### config.mk
export PLATFORM = sky130hd
export DESIGN_NAME = qa_pattern_source
export DESIGN_NICKNAME = d
export VERILOG_FILES = /design/src/rtl/qa_pattern_source_pkg.sv /design/src/rtl/qa_pattern_source_lfsr32.sv /design/src/rtl/setting_reg.sv /design/src/rtl/qa_pattern_source.sv
export SDC_FILE = /design/constraint.sdc
export NUM_CORES = 1
export LEC_CHECK = 0
export ABC_AREA = 1
export BUFFER_PORTS_ARGS = -buffer_cell sky130_fd_sc_hd__buf_2
export CAP_MARGIN = 20
export CORE_MARGIN = 2
export CORE_UTILIZATION = 60
export CTS_CLUSTER_SIZE = 8
export DETAILED_ROUTE_END_ITERATION = 8
export GPL_TIMING_DRIVEN = 0
export PLACE_DENSITY = 0.9
export RECOVER_POWER = 25
export SETUP_SLACK_MARGIN = 0.15
export SLEW_MARGIN = 40
export SYNTH_ARGS = -nofsm -noshare
export SYNTH_HDL_FRONTEND = slang
export SYNTH_SLANG_ARGS = --single-unit
### constraint.sdc
create_clock -name clk -period 3.06 [get_ports clk]
set_input_delay 0.459 -clock clk [delete_from_list [all_inputs] [get_ports clk]]
set_output_delay 0.459 -clock clk [all_outputs]
set_load 0.005 [all_outputs]
### src/rtl/qa_pattern_source_pkg.sv
// Shared definitions for the QA pattern source: register map, encodings and
// the pattern/LFSR helper functions used by the top and the LFSR sub-module.
package qa_pattern_source_pkg;

    localparam int unsigned REG_CTRL   = 0;
    localparam int unsigned REG_PERIOD = 1;
    localparam int unsigned REG_SEED   = 2;
    localparam int unsigned REG_NUM    = 3;

    typedef enum logic [1:0] {
        MODE_RAMP   = 2'd0,
        MODE_CONST  = 2'd1,
        MODE_LFSR   = 2'd2,
        MODE_TOGGLE = 2'd3
    } mode_e;

    typedef enum logic [1:0] {
        ST_IDLE = 2'd0,
        ST_RUN  = 2'd1,
        ST_DONE = 2'd2
    } state_e;

    localparam logic [31:0] LFSR_TAPS = 32'h8020_0003;
    localparam logic [31:0] TOGGLE_A  = 32'h7FFF_8001;
    localparam logic [31:0] TOGGLE_B  = 32'h8001_7FFF;

    // An all-zero LFSR would lock up, so a zero seed becomes 1.
    function automatic logic [31:0] fix_seed(input logic [31:0] seed);
        return (seed == 32'd0) ? 32'd1 : seed;
    endfunction

    function automatic logic [31:0] lfsr_step(input logic [31:0] cur);
        return {cur[30:0], ^(cur & LFSR_TAPS)};
    endfunction

    function automatic logic [31:0] pattern_word(input mode_e       mode,
                                                 input logic [15:0] idx,
                                                 input logic [31:0] seed,
                                                 input logic [31:0] lfsr);
        logic [31:0] word;
        case (mode)
            MODE_RAMP:   word = {idx, ~idx};
            MODE_CONST:  word = seed;
            MODE_LFSR:   word = lfsr;
            default:     word = idx[0] ? TOGGLE_B : TOGGLE_A;
        endcase
        return word;
    endfunction

endpackage

### src/rtl/qa_pattern_source_lfsr32.sv
// 32-bit Fibonacci LFSR. load+advance together loads the seed already stepped
// once, because the seed itself is emitted directly as the first sample.
module qa_lfsr32
    import qa_pattern_source_pkg::*;
(
    input  logic        clk,
    input  logic        reset,
    input  logic        load,
    input  logic        advance,
    input  logic [31:0] seed,
    output logic [31:0] state
);

    always_ff @(posedge clk or negedge reset) begin
        if (!reset) begin
            state <= 32'd1;
        end else if (load) begin
            state <= advance ? lfsr_step(fix_seed(seed)) : fix_seed(seed);
        end else if (advance) begin
            state <= lfsr_step(state);
        end
    end

endmodule

### src/rtl/setting_reg.sv
// Settings-bus register: captures the bus data when its address is written
// and pulses `changed` for one cycle afterwards.
module setting_reg #(
    parameter int                my_addr  = 0,
    parameter int                awidth   = 8,
    parameter int                width    = 32,
    parameter logic [width-1:0]  at_reset = '0
) (
    input  logic              clk,
    input  logic              rst,
    input  logic              strobe,
    input  logic [awidth-1:0] addr,
    input  logic [31:0]       in,
    output logic [width-1:0]  out,
    output logic              changed
);

    localparam logic [awidth-1:0] ADDR = awidth'(my_addr);

    logic unused_in;
    assign unused_in = ^in;

    always_ff @(posedge clk) begin
        if (rst) begin
            out     <= at_reset;
            changed <= 1'b0;
        end else if (strobe && (addr == ADDR)) begin
            out     <= in[width-1:0];
            changed <= 1'b1;
        end else begin
            changed <= 1'b0;
        end
    end

endmodule

### src/rtl/qa_pattern_source.sv
// Settings-bus programmed test-pattern transmitter driving the strobed
// sample interface (ramp / constant / LFSR / full-scale toggle).
module qa_pattern_source
    import qa_pattern_source_pkg::*;
#(
    parameter int BASE         = 0,
    parameter int PERIOD_WIDTH = 16
) (
    input  logic        clk,
    input  logic        reset,
    input  logic        set_stb,
    input  logic [7:0]  set_addr,
    input  logic [31:0] set_data,
    output logic [31:0] sample,
    output logic        strobe,
    output logic        run,
    output logic [31:0] count
);

    localparam logic [7:0] CTRL_ADDR = 8'(BASE + REG_CTRL);

    logic                    settings_rst;
    logic [2:0]              ctrl_reg;
    logic [PERIOD_WIDTH-1:0] period_reg;
    logic [31:0]             seed_reg;
    logic [31:0]             num_reg;
    logic [3:0]              chg;

    assign settings_rst = ~reset;

    setting_reg #(.my_addr(BASE + REG_CTRL), .width(3)) u_ctrl (
        .clk(clk), .rst(settings_rst), .strobe(set_stb), .addr(set_addr),
        .in(set_data), .out(ctrl_reg), .changed(chg[0])
    );

    setting_reg #(.my_addr(BASE + REG_PERIOD), .width(PERIOD_WIDTH)) u_period (
        .clk(clk), .rst(settings_rst), .strobe(set_stb), .addr(set_addr),
        .in(set_data), .out(period_reg), .changed(chg[1])
    );

    setting_reg #(.my_addr(BASE + REG_SEED), .width(32)) u_seed (
        .clk(clk), .rst(settings_rst), .strobe(set_stb), .addr(set_addr),
        .in(set_data), .out(seed_reg), .changed(chg[2])
    );

    setting_reg #(.my_addr(BASE + REG_NUM), .width(32)) u_num (
        .clk(clk), .rst(settings_rst), .strobe(set_stb), .addr(set_addr),
        .in(set_data), .out(num_reg), .changed(chg[3])
    );

    // Enable is taken straight from the bus so a stop acts one cycle earlier
    // than a start, which has to wait for the settings registers to update.
    logic unused_ok;
    assign unused_ok = ^{ctrl_reg[0], chg};

    logic ctrl_wr;
    assign ctrl_wr = set_stb && (set_addr == CTRL_ADDR);

    state_e                  state;
    mode_e                   mode_act;
    logic [PERIOD_WIDTH-1:0] period_act;
    logic [PERIOD_WIDTH-1:0] pcnt;
    logic [31:0]             seed_act;
    logic [31:0]             num_act;
    logic [31:0]             n_issued;
    logic                    start_p1;
    logic [31:0]             lfsr_q;
    logic                    start_go;
    logic                    fire;

    assign start_go = start_p1 && !ctrl_wr;
    assign fire     = (state == ST_RUN) && !start_p1 && !ctrl_wr && (pcnt == '0)
                      && !((num_act != 32'd0) && (n_issued == num_act));

    qa_lfsr32 u_lfsr (
        .clk(clk),
        .reset(reset),
        .load(start_go),
        .advance(start_go || fire),
        .seed(seed_reg),
        .state(lfsr_q)
    );

    always_ff @(posedge clk or negedge reset) begin
        if (!reset) begin
            state      <= ST_IDLE;
            run        <= 1'b0;
            strobe     <= 1'b0;
            sample     <= '0;
            count      <= '0;
            start_p1   <= 1'b0;
            pcnt       <= '0;
            n_issued   <= '0;
            mode_act   <= MODE_RAMP;
            period_act <= '0;
            seed_act   <= '0;
            num_act    <= '0;
        end else begin
            strobe <= 1'b0;
            if (strobe && (count != '1)) begin
                count <= count + 32'd1;
            end

            if (ctrl_wr) begin
                // A CTRL write always wins over a strobe due this cycle.
                start_p1 <= set_data[0];
                if (!set_data[0]) begin
                    state <= ST_IDLE;
                    run   <= 1'b0;
                end
            end else if (start_p1) begin
                start_p1   <= 1'b0;
                state      <= ST_RUN;
                run        <= 1'b1;
                strobe     <= 1'b1;
                sample     <= pattern_word(mode_e'(ctrl_reg[2:1]), 16'd0, seed_reg,
                                           fix_seed(seed_reg));
                count      <= '0;
                n_issued   <= 32'd1;
                pcnt       <= period_reg;
                mode_act   <= mode_e'(ctrl_reg[2:1]);
                period_act <= period_reg;
                seed_act   <= seed_reg;
                num_act    <= num_reg;
            end else if (state == ST_RUN) begin
                if (strobe && (num_act != 32'd0) && (count + 32'd1 == num_act)) begin
                    state <= ST_DONE;
                    run   <= 1'b0;
                end else if (fire) begin
                    strobe   <= 1'b1;
                    sample   <= pattern_word(mode_act, n_issued[15:0], seed_act, lfsr_q);
                    n_issued <= n_issued + 32'd1;
                    pcnt     <= period_act;
                end else if (pcnt != '0) begin
                    pcnt <= pcnt - 1'b1;
                end
            end
        end
    end

endmodule

Word level (Yosys, flattened, before mapping) --
Index checks and enable logic that the tools add are counted.
Storage, ports and cells: bits in registers 314
Operators by class: bitwise logic cells 2, add/subtract/negate cells 3, reduce and logical (&&, ||, !) cells 36, mux-type cells 39, equal/unequal tests 13
Operators by type and width (number):
- $mux W32 | 16
- $pmux W32 S3 | 2
- $mux W16 | 5
- $add A32 B1 Y32 const B | 2
- $eq A32 B32 Y1 | 2
- $reduce_xor A32 Y1 | 2
- $logic_not A32 Y1 | 1
- $ne A32 B32 Y1 const B | 1
- $reduce_bool A32 Y1 | 1
- $eq A8 B2 Y1 const B | 2
- $logic_not A16 Y1 | 1
- $not A16 Y16 | 1
- $reduce_bool A16 Y1 | 1
- $sub A16 B1 Y16 const B | 1
- $logic_and A1 B1 Y1 | 13
- $mux W1 | 11
- $mux W2 | 5
- $reduce_bool A3 Y1 | 3
- $eq A8 B1 Y1 const B | 1
- $logic_not A8 Y1 | 1
- $reduce_and A4 Y1 | 2
- $eq A2 B1 Y1 const B | 3
- $reduce_bool A2 Y1 | 3
- $eq A2 B2 Y1 const B | 2
- 7 further kinds | 11

Depth between registers and ports, before layout --
Gate-level depths: netlist (run 1).
depth after elaboration 11, mapped depth 21

By module --
Synthesis (run 1) repeated with hierarchy kept, for this count alone.
Second synthesis, totals: cell total of the unflattened synthesis 2720, area total of the unflattened synthesis 18574.1 um^2
By module, submodules not included:
- qa_pattern_source | instances 1, area an instance 12555.8 um^2, cells each 1844, sequential area each 4954.8 um^2
- qa_lfsr32 | instances 1, area an instance 1991.9 um^2, cells each 281, sequential area each 802.0 um^2
- setting_reg (u_seed) | instances 1, area an instance 1493.9 um^2, cells each 222, sequential area each 660.6 um^2
- setting_reg (u_num) | instances 1, area an instance 1476.4 um^2, cells each 220, sequential area each 660.6 um^2
- setting_reg (u_period) | instances 1, area an instance 834.6 um^2, cells each 120, sequential area each 340.3 um^2
- setting_reg (u_ctrl) | instances 1, area an instance 221.5 um^2, cells each 33, sequential area each 80.1 um^2

Worst setup path before layout (run 1) --
Ideal clock, no wire load.
path type register to register, from register count[0], to register n_issued[13], required time 2.994 ns, slack 0.702 ns, library setup time 0.066 ns, cell stages (with the launch flop) 22, arrival time 2.292 ns, cell sequence dfrtp_1 ha_1 nand2_2 nor2_4 nand2_2 nor2_4 nand2_1 nand2_1 nand2_1 nand2_1 nand2_1 nor2_1 nand2_1 nor2_1 nand3_1 nand2_2 nand2_4 nand2_2 buf_6 buf_6 nand2_1 nand2_1
On the way: longest elaborated chain between the ends 5
RTL lines:
- from (decl) | RTL line qa_pattern_source.sv:17 | output logic [31:0] count
- from (signal assigned) | RTL line qa_pattern_source.sv:101 | count <= count + 32'd1;
- $add A32 B1 Y32 | RTL line qa_pattern_source.sv:126 | if (strobe && (num_act != 32'd0) && (count + 32'd1 == num_act)) begin
- $eq A32 B32 Y1 | RTL line qa_pattern_source.sv:126
- $logic_and A1 B1 Y1 | RTL line qa_pattern_source.sv:126
- $ne A2 B2 Y1 (no line)
- $reduce_and A4 Y1 (no line)
- to (signal assigned) | RTL line qa_pattern_source.sv:132 | n_issued <= n_issued + 32'd1;
- to (decl) | RTL line qa_pattern_source.sv:65 | logic [31:0] n_issued;
No other way between the ends. A chain may end at the register's enable or synchronous reset.

Final worst setup path (run 1) --
from register count[1], to register n_issued[14]
The elaborated chain is that of the path after synthesis.

==> summary.md, run 1 <==
| Metric | Value |
|---|---|
| Final HPWL from detailed placement | 42480 um |
| Max incr delay on CP | 0.40 ns |
| Final core occ | 73.09% |
| Total CTS buffers | 44 |
| Largest net degree at the start of global routing | 75 |
| Clk slew on worst S/H paths | 0.06 ns |
| Die Y | 170.0 um |
| Area Growth Syn to Fin | 19.44% |
| DRT Wirelength | 60490 um |
| Slowest CP cell | dfrtp_1 |
| Most frequent cell after synthesis | nand2_1 |
| Clock Skew | 0.03682 ns |
| Clk Latency, worst-skew pair | 0.57 ns |
| Row cnt | 60 |
| H-tree depth | 2 |
| CP top delay family | simple AND/OR/NAND/NOR gates |
| Filler cells | 2115 |
| Synth async-reset ratio | 73.72% |
| Endpoint type of the worst setup path | register |
| Fin nets | 2530 |
| Fmax | 338.8 MHz |
| Power Density | 545.0 mW/mm2 |
| Share of cells above drive strength 1 | 13.70% |
| LEAKAGE | 9.472 nW |
| Max_cap viols | 0 |
| Synth Flop Type | dfrtp_1 |
| Post-route worst setup slack | 0.1080 ns |
| Worst Hold Class | input pin to register |
| Maximum clock path buffer count | 3 |
| Core Region | 0.02703 mm2 |
| Number of remaining DRC errors | 0 |
| Min Tclk post-route | 2.952 ns |
| N_diodes | 0 |
| Clk sinks | 312 |
| Final setup violating endpoints | 0 |
| RSZ-0062 raised after global routing | true |
| Post-synthesis cell count | 2299 |
| Max-slew violations | 0 |
| Die Width | 170.0 um |
| WP data required | 3.55 ns |
| Initial core utilization | 61.19% |
| Number of synthesized flops with an enable pin | 0 |
| Synth area leader | dfrtp_1 |
| Crit-path most repeated cell | nand2_1 |
| ANT nets after route | 0 |
| Slew headroom | 36.94% |
| Port-buffer cells | 108 |
| Antenna violations before repair | 0 |
| Setup WS pre-CTS | -0.4531 ns |
| Status | complete, no violations |
| Synth area leaders | dfrtp_1 (35%), nand2_1 (14%), dfxtp_1 (9.9%), o21ai_0 (8.0%), inv_1 (4.9%) |
| DRT iter0 DRCs | 2690 |
| Clk root buf | clkbuf_16 |
| Synth warn | 0 |
| Drt wl/cell | 21.16 um |
| Flops & latches, synth | 312 |
| Vias in the first global route | 16140 |
| Crit Path Class | register to register |
| GRT Residual Overflow | 0 |
| GRT Overall Usage | 40.33% |
| I/O Pins | 109 |
| Via count | 17880 |
| Post-synthesis sequential area ratio | 44.74% |
| Crit-path cells | buf_4 -> nand2_1 -> nor2_4 -> nand2_4 -> nor2_8 -> buf_12 -> nand3_1 -> nand3_1 -> nand2_1 -> nor2_2 -> nand2_1 -> nor2_2 -> nand3_2 -> nand2_4 -> nand2_8 -> nand2_8 -> buf_12 -> clkbuf_16 -> nand2_2 -> nand2_1 |
| WHS | 0.2112 ns |
| Vias/cell | 6.253 |
| Buffers and inverters on the worst path | 4 |
| Maximum vdd drop | 0.4373 mV |
| Worst slew pin tran | 0.9459 ns |
| Part of the cycle the worst path needs | 96.47% |
| CTS tree | built |
| Top-area cell type share of the netlist area | 34.65% |
| Synthesized Nets | 2345 |
| Overall Power | 10.76 mW |
| Yosys cell types | 42 |
| Final Hold Viols | 0 |
| DIE AREA | 0.02891 mm2 |
| Setup TNS | 0 ns |
| Synthesized area per cell | 7.193 um2 |
| Worst Path Max Fanout | 5 |
| Commonest cells post-synth | nand2_1 (626), o21ai_0 (265), dfrtp_1 (229) |
| First-pass GRT wire length | 89410 um |
| Worst Path Arrival | 3.44 ns |
| DR pass1 iterations | 6 |
| Synthesized cell area | 0.01654 mm2 |
| GP Congestion | 0.9916 |
| CP Launch Type | register |
[worst min-delay path, stage by stage]
cell and delay, ns:
buf_2 0.09, inv_1 0.07, a21oi_1 0.12
[power by group]
part           leakage, nW  internal, mW  switching, mW
Combinational         5.07         0.597          0.981
Sequential            3.79          4.33          0.243
Clock                0.609          2.71           1.90
[per-stage QoR]
step,cells,area [um2]
after global placement,2748,17500
after floorplan,2299,16540
after global routing,2859,19750
final,2859,19750
after CTS,2838,19000
after detailed placement,2752,17610
[area by class of cell]
cell class,count,area (um2),area share (%)
Multi-Input combinational cell,1643,8179,41.41
Clock buffer,77,1225,6.201
Tap cell,341,426.7,2.160
Clock inverter,3,68.82,0.3484
Timing Repair Buffer,138,980.9,4.966
Buffer,127,648.1,3.281
Inverter,218,818.3,4.143
Sequential cell,312,7406,37.49
[metal layers]
metal | routed length, um | track usage [%] | up-vias
met3 | 7612 | 6.395 | 295
li1 | - | - | 7895
met1 | 22200 | 54.68 | 8318
met4 | 4353 | 22.56 | 0
met5 | 0 | 0 | -
met2 | 26320 | 62.20 | 1368
[placed cells by master, fill, tap and decap left out, types with 21 or more instances in the layout]
cell       instances
a21oi_1          158
buf_2            120
clkbuf_1         110
clkbuf_16         50
clkbuf_2          22
dfrtp_1          223
dfxtp_1           82
inv_1            216
nand2_1          574
nand2_2           36
nand2_4           22
nand3_1          155
nand4_1           21
nor2_1           183
nor3_1            27
nor4_1            23
o21ai_0          265
o22ai_1           23
xnor2_1           33
[final timing paths]
check	start	endpoint	slack (ns)	cells past startpoint
max in group asynchronous	reset	u_lfsr.state[26]$_DFFE_PN0P_	1.71	4
max	count[1]$_DFF_PN0_	n_issued[14]$_DFFE_PN0P_	0.11	20
min	set_data[18]	u_seed.out[18]$_SDFFE_PN0P_	0.21	3
min reg2reg	u_num.out[5]$_SDFFE_PN0P_	num_act[5]$_DFFE_PN0P_	0.45	2
max reg2reg	count[1]$_DFF_PN0_	n_issued[14]$_DFFE_PN0P_	0.11	20
min in group asynchronous	reset	count[22]$_DFF_PN0_	0.39	2
[logic make-up (layout without fill, tap and decap cells)]
kind of cell,after synthesis,in the layout,synth area share (%)
DFF,312,312,44.74
xor gates and xnor gates,56,56,3.314
and+or+nand+nor,1097,1098,28.02
AOI/OAI and AO/OA,486,486,15.49
adders and majority gates,3,3,0.2270
buffers and inverters,345,563,8.217
[state kept, by name, summed over array words and instances (netlist names)]
signal	cells
u_seed.out	32
sample	32
period_act	16
num_act	32
strobe	1
seed_act	32
u_num.out	32
mode_act	2
n_issued	32
state	2
pcnt	16
u_lfsr.state	32
u_ctrl.out	2
start_p1	1
count	32
u_period.out	16
[timing repair]
| action | in CTS | in global routing |
|---|---|---|
| setup buffers | 5 | 14 |
| gates resized for setup | 20 | 165 |
| endpoints found under the hold margin | 36 | 0 |
| gates cloned | 0 | 7 |
| endpoints found under the setup margin | 115 | 137 |
| pin swaps | 4 | 29 |
| hold buffers | 1 | 0 |
Power figures use the tool's default switching activity.
==> run 2, diff against run 1 <==
- CTS_CLUSTER_DIAMETER: not set -> 30
- PLACE_DENSITY: 0.9 -> not set
- PLACE_DENSITY_LB_ADDON: not set -> 0.05
==> summary.md, run 2 (same netlist as run 1, synthesis figures left out) <==
| Metric | Value |
|---|---|
| Crit-path cells | ha_4 -> nand2_4 -> nor2_4 -> nand2_4 -> nor2_4 -> buf_6 -> xor3_1 -> nor2_1 -> nand3_1 -> nor2_1 -> nand3_1 -> nand2_4 -> nand2_8 -> nand2_8 -> clkbuf_16 -> clkbuf_16 -> nand2_2 -> nand2_1 |
| Most frequent cells in the layout | nand2_1 (585), o21ai_0 (265), dfrtp_1 (225), inv_1 (216), nor2_1 (187) |
| Worst Setup EP | n_issued[15]$_DFFE_PN0P_ |
| Clock Skew | 0.02251 ns (-0.01430 ns) |
| Clk sinks | 312 (unchanged) |
| DRT Wirelength | 60720 um (+0.38%) |
| Row cnt | 60 (unchanged) |
| Min Tclk post-route | 2.979 ns (+0.02746 ns) |
| Initial core utilization | 61.19% (unchanged) |
| Most common cell after layout, fill and taps aside | nand2_1 |
| Clk slew on worst S/H paths | 0.05 ns (about the same) |
| Final setup violating endpoints | 0 (unchanged) |
| CP top delay family | simple AND/OR/NAND/NOR gates |
| Overall Power | 14.11 mW (+31%) |
| Crit-path most repeated cell | nand2_4 |
| Die Width | 170.0 um (unchanged) |
| Antenna violations before repair | 1 (+1) |
| ANT nets after route | 0 (unchanged) |
| DRT iter0 DRCs | 2338 (-13%) |
| Worst slew pin tran | 1.454 ns (+0.5077 ns) |
| Port-buffer cells | 108 (unchanged) |
| Slowest CP cell | dfrtp_1 |
| Setup crit start | count[0]$_DFF_PN0_ |
| Levels on crit path | 18 (-10%) |
| Crit Path Class | register to register |
| WHS | 0.2082 ns (-0.003024 ns) |
| Reg2reg end | n_issued[15]$_DFFE_PN0P_ |
| RSZ-0062 raised after global routing | true |
| H-tree depth | 3 (+1) |
| CP Launch Type | register |
| Max_cap viols | 0 (unchanged) |
| Clk root buf | clkbuf_16 |
| Final core occ | 76.65% (+3.6 points) |
| DR pass1 iterations | 6 (unchanged) |
| GRT Overall Usage | 41.09% (+0.76 points) |
| Worst Hold Class | input pin to register |
| Fmax | 335.6 MHz (-0.92%) |
| GRT Residual Overflow | 0 (unchanged) |
| Power Density | 681.3 mW/mm2 (+25%) |
| Reg2reg path depth | 18 (-10%) |
| First-pass GRT wire length | 91060 um (+1.8%) |
| Core Region | 0.02703 mm2 (unchanged) |
| Share of cells above drive strength 1 | 15.03% (+1.3 points) |
| R2R setup slack | 0.08 ns (-0.03 ns) |
| LEAKAGE | 9.975 nW (+5.3%) |
| Part of the cycle the worst path needs | 97.37% (+0.90 points) |
| Slew headroom | 3.096% (-34 points) |
| Endpoint type of the worst setup path | register |
| Post-route insts no fill | 2904 (+1.6%) |
| WP data required | 3.56 ns (about the same) |
| Number of remaining DRC errors | 0 (unchanged) |
| Maximum clock path buffer count | 3 (unchanged) |
| Maximum vdd drop | 0.7022 mV (+61%) |
| Total CTS buffers | 73 (+66%) |
| Clk Latency, worst-skew pair | 0.57 ns (about the same) |
| Buffers and inverters on the worst path | 3 (-1) |
| Final Hold Viols | 0 (unchanged) |
| Vias/cell | 6.061 (-3.1%) |
| Drt wl/cell | 20.91 um (-1.2%) |
| Die Y | 170.0 um (unchanged) |
| Worst Path Arrival | 3.48 ns (+0.04 ns) |
| I/O Pins | 109 (unchanged) |
| Setup WS pre-CTS | -0.4901 ns (-0.03695 ns) |
| Area Growth Syn to Fin | 25.26% |
| Max incr delay on CP | 0.43 ns (+0.03 ns) |
| Post-route worst setup slack | 0.08054 ns (-0.02746 ns) |
| Via count | 17600 (-1.5%) |
| Largest net degree at the start of global routing | 77 (+2.7%) |
| Fin nets | 2549 (+0.75%) |
| Final HPWL from detailed placement | 42500 um (about the same) |
| CTS tree | built |
| Max-slew violations | 0 (unchanged) |
| GP Congestion | 1.024 (+3.3%) |
| Status | complete, no violations |
| Vias in the first global route | 16640 (+3.1%) |
| # placed instances | 2752 (unchanged) |
| Worst Path Max Fanout | 6 (+1) |
| Critical R2R Launch | count[0]$_DFF_PN0_ |
| DIE AREA | 0.02891 mm2 (unchanged) |
[run 2: cell count changes in the layout (fill, tap and decap cells not counted), moves of 9 or more]
cell,change
clkbuf_1,-16
clkinvlp_4,+10
bufinv_16,+9
clkinv_2,+13
nand2_4,-10
clkbuf_16,+30
nand2_1,+11
[run 2: power breakdown]
group          switching (mW)  internal, mW  total, mW
Clock                    2.54          5.47       8.01
Combinational           0.960         0.570       1.53
Sequential              0.239          4.34       4.57
Total                    3.74          10.4       14.1
[run 2: worst min path at each step]
| stage | slack [ns] | startpoint | depth (start not counted) | end |
|---|---|---|---|---|
| floorplan | 0.16 | reset | 0 | count[0]$_DFF_PN0_ |
| global placement | 0.43 | u_num.out[5]$_SDFFE_PN0P_ | 2 | num_act[5]$_DFFE_PN0P_ |
| detailed placement | 0.37 | reset | 1 | count[25]$_DFF_PN0_ |
| CTS | 0.19 | set_data[31] | 3 | u_num.out[31]$_SDFFE_PN0P_ |
| global route | 0.19 | set_data[31] | 3 | u_num.out[31]$_SDFFE_PN0P_ |
| finish | 0.21 | set_data[30] | 3 | u_seed.out[30]$_SDFFE_PN0P_ |
[run 2: area by class of cell]
class,instances,area (um2)
Multi-Input combinational cell,1643,8055
Sequential cell,312,7403
Fill cell,2009,6311
Clock buffer,93,2036
Timing Repair Buffer,128,837.1
Inverter,218,818.3
Buffer,127,620.6
Clock inverter,41,515.5
Tap cell,341,426.7
Antenna cell,1,2.502
[run 2: tightest hold or removal path, cell delays in order]
cell	delay [ns]
buf_2	0.07
inv_1	0.07
a21oi_1	0.12
[run 2: per-stage QoR]
| stage | instance area [um2] | setup TNS [ns] |
|---|---|---|
| after floorplan | 16540 | 0 |
| after global routing | 20710 | 0 |
| final | 20710 | 0 |
| after global placement | 17500 | -822.97 |
| after detailed placement | 17610 | -28.04 |
| after CTS | 20260 | 0 |
[run 2: what timing repair did]
item | in CTS | in global routing
cloned | 0 | 5
setup buffers | 3 | 8
pin swaps | 3 | 29
endpoints found under the setup margin | 108 | 122
resized for setup | 22 | 108
hold buffers | 1 | 0
endpoints found under the hold margin | 36 | 0
[run 2: routing by layer]
| layer | part of all wire, % | vias up | GRT usage (%) |
|---|---|---|---|
| met4 | 6.5 | 0 | 25.46 |
| met3 | 11 | 253 | 8.535 |
| li1 | - | 7963 | - |
| met2 | 44 | 1134 | 62.54 |
| met1 | 39 | 8252 | 54.00 |
| met5 | 0 | - | 0 |
